### config.mk
export PLATFORM = sky130hd
export DESIGN_NAME = multicycle_lookahead_adder
export DESIGN_NICKNAME = d
export VERILOG_FILES = /design/src/rtl/multicycle_adder_pkg.sv /design/src/rtl/multicycle_lookahead_adder_group.sv /design/src/rtl/multicycle_lookahead_adder.sv
export SDC_FILE = /design/constraint.sdc
export NUM_CORES = 1
export LEC_CHECK = 0
export CELL_PAD_IN_SITES_DETAIL_PLACEMENT = 1
export CELL_PAD_IN_SITES_GLOBAL_PLACEMENT = 2
export CORE_ASPECT_RATIO = 1.1
export CORE_MARGIN = 5
export CORE_UTILIZATION = 31
export CTS_CLUSTER_DIAMETER = 30
export DETAILED_ROUTE_END_ITERATION = 6
export MAX_ROUTING_LAYER = met4
export PLACE_DENSITY = 0.95
export SYNTH_ARGS = -nofsm -noshare
export SYNTH_HDL_FRONTEND = slang
export SYNTH_SLANG_ARGS = --single-unit
### constraint.sdc
create_clock -name clk -period 7.47 [get_ports clk]
set_clock_uncertainty 0.15 [all_clocks]
set_input_delay 1.8675 -clock clk [delete_from_list [all_inputs] [get_ports clk]]
set_output_delay 1.8675 -clock clk [all_outputs]
set_load 0.03 [all_outputs]
### src/rtl/multicycle_adder_pkg.sv
// Shared types and helpers for the multi-cycle lookahead adder.
// FSM state encoding plus the slice-count helper used at elaboration.
package multicycle_adder_pkg;

  typedef enum logic [1:0] {
    IDLE = 2'd0,
    RUN  = 2'd1,
    DONE = 2'd2
  } state_t;

  function automatic int steps(input int width, input int group);
    return (group > 0) ? (width / group) : 0;
  endfunction

endpackage

### src/rtl/multicycle_lookahead_adder_group.sv
// One carry-lookahead group: every internal carry is formed from prefix
// generate/propagate terms and the group carry-in, not rippled bit to bit.
module lookahead_group #(
  parameter int GROUP = 2
) (
  input  logic [GROUP-1:0] i_p,
  input  logic [GROUP-1:0] i_g,
  input  logic             i_c,
  output logic [GROUP-1:0] o_c,
  output logic             o_cout,
  output logic             o_pg,
  output logic             o_gg
);

  // NOTE: blocking assignments are correct here; v_g/v_p are combinational
  // temporaries that each loop iteration must see updated immediately.
  always_comb begin : prefix
    logic v_g;
    logic v_p;
    v_g    = 1'b0;
    v_p    = 1'b1;
    o_c    = '0;
    for (int i = 0; i < GROUP; i++) begin
      o_c[i] = v_g | (v_p & i_c);
      v_g    = i_g[i] | (i_p[i] & v_g);
      v_p    = v_p & i_p[i];
    end
    o_gg   = v_g;
    o_pg   = v_p;
    o_cout = v_g | (v_p & i_c);
  end

endmodule

### src/rtl/multicycle_lookahead_adder.sv
// Low-area adder: resolves one GROUP-bit slice per clock, LSB slice first.
// Optional subtract mode via `define MULTICYCLE_LOOKAHEAD_ADDER_SUB_EN.
module multicycle_lookahead_adder
  import multicycle_adder_pkg::*;
#(
  parameter int WIDTH = 8,
  parameter int GROUP = 2
) (
  input  logic             clk,
  input  logic             reset,
  input  logic             in_valid,
  output logic             in_ready,
  input  logic [WIDTH-1:0] a_in,
  input  logic [WIDTH-1:0] b_in,
  input  logic             c_in,
`ifdef MULTICYCLE_LOOKAHEAD_ADDER_SUB_EN
  input  logic             sub_in,
`endif
  output logic             out_valid,
  input  logic             out_ready,
  output logic [WIDTH-1:0] sum_out,
  output logic             c_out,
  output logic             pg_out,
  output logic             gg_out
);

  localparam int STEPS = steps(WIDTH, GROUP);
  localparam int CNT_W = (STEPS > 1) ? $clog2(STEPS) : 1;
  localparam logic [CNT_W-1:0] LAST = CNT_W'(STEPS - 1);

  if (GROUP < 1 || WIDTH < GROUP || (WIDTH % GROUP) != 0) begin : g_bad_cfg
    $error("multicycle_lookahead_adder: WIDTH must be a positive multiple of GROUP");
  end

  state_t           r_state;
  logic [WIDTH-1:0] r_a;
  logic [WIDTH-1:0] r_b;
  logic [WIDTH-1:0] r_sum;
  logic             r_carry;
  logic             r_pg;
  logic             r_gg;
  logic [CNT_W-1:0] r_cnt;

  logic [WIDTH-1:0] w_b_eff;
  logic             w_c_eff;
  logic [GROUP-1:0] w_a_slice;
  logic [GROUP-1:0] w_b_slice;
  logic [GROUP-1:0] w_p;
  logic [GROUP-1:0] w_g;
  logic [GROUP-1:0] w_c;
  logic [GROUP-1:0] w_sum_slice;
  logic             w_cout;
  logic             w_pg;
  logic             w_gg;

`ifdef MULTICYCLE_LOOKAHEAD_ADDER_SUB_EN
  // Subtract is A + ~B + 1, so c_in is ignored in that mode.
  assign w_b_eff = sub_in ? ~b_in : b_in;
  assign w_c_eff = sub_in ? 1'b1  : c_in;
`else
  assign w_b_eff = b_in;
  assign w_c_eff = c_in;
`endif

  // NOTE: every always_comb output gets a default first so no path can
  // leave it unassigned and infer a latch.
  always_comb begin
    w_a_slice = '0;
    w_b_slice = '0;
    for (int k = 0; k < STEPS; k++) begin
      if (r_cnt == CNT_W'(k)) begin
        w_a_slice = r_a[k*GROUP +: GROUP];
        w_b_slice = r_b[k*GROUP +: GROUP];
      end
    end
  end

  assign w_p         = w_a_slice ^ w_b_slice;
  assign w_g         = w_a_slice & w_b_slice;
  assign w_sum_slice = w_p ^ w_c;

  lookahead_group #(
    .GROUP (GROUP)
  ) u_group (
    .i_p    (w_p),
    .i_g    (w_g),
    .i_c    (r_carry),
    .o_c    (w_c),
    .o_cout (w_cout),
    .o_pg   (w_pg),
    .o_gg   (w_gg)
  );

  // NOTE: sequential state uses non-blocking assignments only, so every
  // register samples pre-edge values regardless of statement order.
  always_ff @(posedge clk) begin
    if (reset) begin
      r_state <= IDLE;
      r_a     <= '0;
      r_b     <= '0;
      r_sum   <= '0;
      r_carry <= 1'b0;
      r_pg    <= 1'b0;
      r_gg    <= 1'b0;
      r_cnt   <= '0;
    end else begin
      case (r_state)
        IDLE: begin
          if (in_valid) begin
            r_a     <= a_in;
            r_b     <= w_b_eff;
            r_carry <= w_c_eff;
            r_sum   <= '0;
            r_cnt   <= '0;
            r_gg    <= 1'b0;
            r_pg    <= 1'b1;
            r_state <= RUN;
          end
        end
        RUN: begin
          for (int k = 0; k < STEPS; k++) begin
            if (r_cnt == CNT_W'(k)) r_sum[k*GROUP +: GROUP] <= w_sum_slice;
          end
          r_carry <= w_cout;
          r_pg    <= r_pg & w_pg;
          r_gg    <= w_gg | (w_pg & r_gg);
          r_cnt   <= r_cnt + 1'b1;
          if (r_cnt == LAST) r_state <= DONE;
        end
        DONE: begin
          if (out_ready) r_state <= IDLE;
        end
        default: r_state <= IDLE;
      endcase
    end
  end

  assign in_ready  = (r_state == IDLE);
  assign out_valid = (r_state == DONE);
  assign sum_out   = r_sum;
  assign c_out     = r_carry;
  assign pg_out    = r_pg;
  assign gg_out    = r_gg;

endmodule
==> results.yml <==
setup_path:
  r2r_cells: 9
  r2r-start: "r_cnt[0]$_SDFFE_PP0P_"
  r2r_setup_slack_ns: 4.75
  cp_slowest_cell: "clkdlybuf4s50_1"
  r2r-end: "sum_out[7]$_SDFFE_PP0P_"
  path_max_fanout: 12
  critPathRequiredTime_ns: 5.45
  worstPathArrival_ns: 1.78
  slowest_delay_ns: 0.69
  cp-start-kind: "flop"
  path_class: "reg -> out"
  endpoint: "out_valid"
  cp_cell_sequence: "nor2b_1 -> clkdlybuf4s50_1"
  cp.depth: 2
  critPathTopFamily: "buffers and inverters"
  crit_start: "r_state[1]$_SDFFE_PP0P_"
  cp.buffers_inverters: 1
  worst_setup_path_end_kind: "primary output"
floorplan:
  die_w_um: 76.85
  dieHeight_um: 83.54
  start_util_pct: 32.31
  rows: 26
  io_pins: 34
  die_area_mm2: 0.006420
  fp.coreArea_mm2: 0.004717
place:
  gp_congestion: 0.7650
  dp_hpwl_um: 2722
  io_buffers: 33
  preCtsSetupSlack_ns: 3.759
yosys:
  yosysWarnings: 0
  synth_seq_cells: 31
  synthCells: 187
  netlist_top_cells_area: "dfxtp_1 (41%), a21oi_1 (11%), nand2_1 (10%)"
  seq_area_frac_synth_pct: 40.72
  avgSynthCellArea_um2: 8.150
  synth_area_mm2: 0.001524
  yosys.area.top_type: "dfxtp_1"
  netlist.area_leader.share_pct: 40.72
  yosysUniqueCellTypes: 40
  synthesis.nets: 215
route:
  ant_nets: 0
  drt-pass1-iter-count: 4
  wire_per_inst_um: 14.53
  vias_per_cell: 5.084
  drc: 0
  vias: 1388
  drtIter0Drc: 74
  wl_um: 3967
sta:
  period_share_pct: 50.88
  relSlewSlack_pct: 55.97
  worstMarginPinSlew_ns: 0.6604
  hold_viol_final: 0
  rsz0062_at_grt: "no"
  hold_slack_ns: 0.3076
  fmax_mhz: 263.1
  fin_ws_ns: 3.669
  slew_violations: 0
  tns_ns: 0
  finalCriticalPeriod_ns: 3.801
  finalSetupViolations: 0
layout:
  final_common_cell: "nand2_1"
  drive_gt1_share_pct: 6.452
  utilization_pct: 41.86
  area.growth.synth_to_final_pct: 29.56
  layout_common_cells: "nand2_1 (41), clkdlybuf4s50_1 (33), a21oi_1 (32)"
  antennaDiodeCount: 0
  final_nets: 244
clocking:
  cts_resized: 0
  cts_root_buf: "clkbuf_8"
  clock_latency_ns: 0.29
  cts-buffers-inserted: 5
  clock_sinks: 31
  htreeDepth: 2
  clock_path_buffers: 2
  cts_setup_buffers: 0
  cts_hold_repair.buffers: 0
  clkTransAtPathRegs_ns: 0.07
  cts_tree: "done"
power_and_ir_drop:
  p_per_area_mw_per_mm2: 215.5
  power_mw: 0.4254
  ir_drop_v: 0.0001027
  p_leak_nw: 0.7492
global_routing:
  gr-total-overflow: 0
  antenna_found_initial: 0
  grtUsageTotal_pct: 13.51
  grt_pass1_wl_um: 6810
  grt_max_degree: 27
  grt_pass1_vias: 1435
job:
  cap_violations: 0
min_path:
  holdCritStartpoint: "r_b[4]$_SDFFE_PP0P_"
  min_path_type: "reg -> reg"
outcome:
  outcome: "completed"
[synth_stat cells, drive strengths merged]
library cell and instances:
a22o 4, ha 6, and2b 1, a211o 1, o31ai 1, and2 1
o21a 1, clkinv 1, and3 2, a21o 4, a21oi 33, nand2 42
nor3 1, buf 8, nor2 4, o21ai 9, or3b 1, o31a 1
inv 7, mux2i 1, o211ai 1, clkbuf 5, fa 1, nor2b 2
nor3b 3, a32oi 3, nand3 6, xnor2 1, nand2b 2, nand3b 1
a22oi 2, dfxtp 31
[metal layers]
metal / up-vias / track usage [%] / routed length, um
met3: 6 / 4.320 / 202
met5: - / - / 0
met4: 0 / 5.246 / 70
met2: 28 / 22.47 / 2032
met1: 656 / 14.91 / 1662
li1: 698 / - / -
[cell type report]
| cell class | instances | area (um2) |
|---|---|---|
| fill | 572 | 2743 |
| clock inverter | 2 | 35.03 |
| sequential | 31 | 620.6 |
| inverter | 8 | 30.03 |
| multi-input combinational | 135 | 790.8 |
| timing repair buffer | 35 | 345.3 |
| tap | 56 | 70.07 |
| clock buffer | 6 | 82.58 |
[state kept, by name, indices dropped and copies added (netlist names)]
register	count
r_a	8
r_b	8
sum_out	8
r_cnt	2
r_state	2
c_out	1
gg_out	1
pg_out	1
[per-stage QoR]
step / area, um2 / cells
3_5_place_dp: 1857 / 265
3_3_place_gp: 1857 / 265
4_1_cts: 1974 / 273
2_1_floorplan: 1524 / 187
5_1_grt: 1974 / 273
6_report: 1974 / 273
[power breakdown]
| part | leakage, nW | switching [mW] | internal [mW] |
|---|---|---|---|
| sequential | 0.253 | 0.00619 | 0.174 |
| combinational | 0.435 | 0.0392 | 0.0315 |
| clock | 0.0612 | 0.0669 | 0.108 |
| total | 0.749 | 0.112 | 0.313 |
[worst min path at each step]
stage                                endpoint  depth (start not counted)  slack (ns)
final                     r_b[4]$_SDFFE_PP0P_                          2        0.31
after floorplan           r_a[4]$_SDFFE_PP0P_                          2        0.29
after CTS                 r_a[5]$_SDFFE_PP0P_                          2        0.31
after global placement    r_b[4]$_SDFFE_PP0P_                          2        0.30
after global routing      r_b[1]$_SDFFE_PP0P_                          2        0.33
after detailed placement  r_a[5]$_SDFFE_PP0P_                          2        0.30
[logic make-up (layout without fill, tap and decap cells)]
kind of cell	after synthesis	in the layout	share of synthesized area [%]
fa+ha+maj	7	7	6.240
mux	1	1	0.6568
compound gates	60	60	23.65
flops	31	31	40.72
buf+inv	21	51	7.389
xor+xnor	1	1	0.5748
simple gates	66	66	20.77
[tightest hold or removal path: cells and delay by family, from the launching register on]
kind	cells	cell delay, ns
AOI/OAI and AO/OA	1	0.05
DFF	1	0.31
and+or+nand+nor	1	0.05
Power figures use the tool's default switching activity.
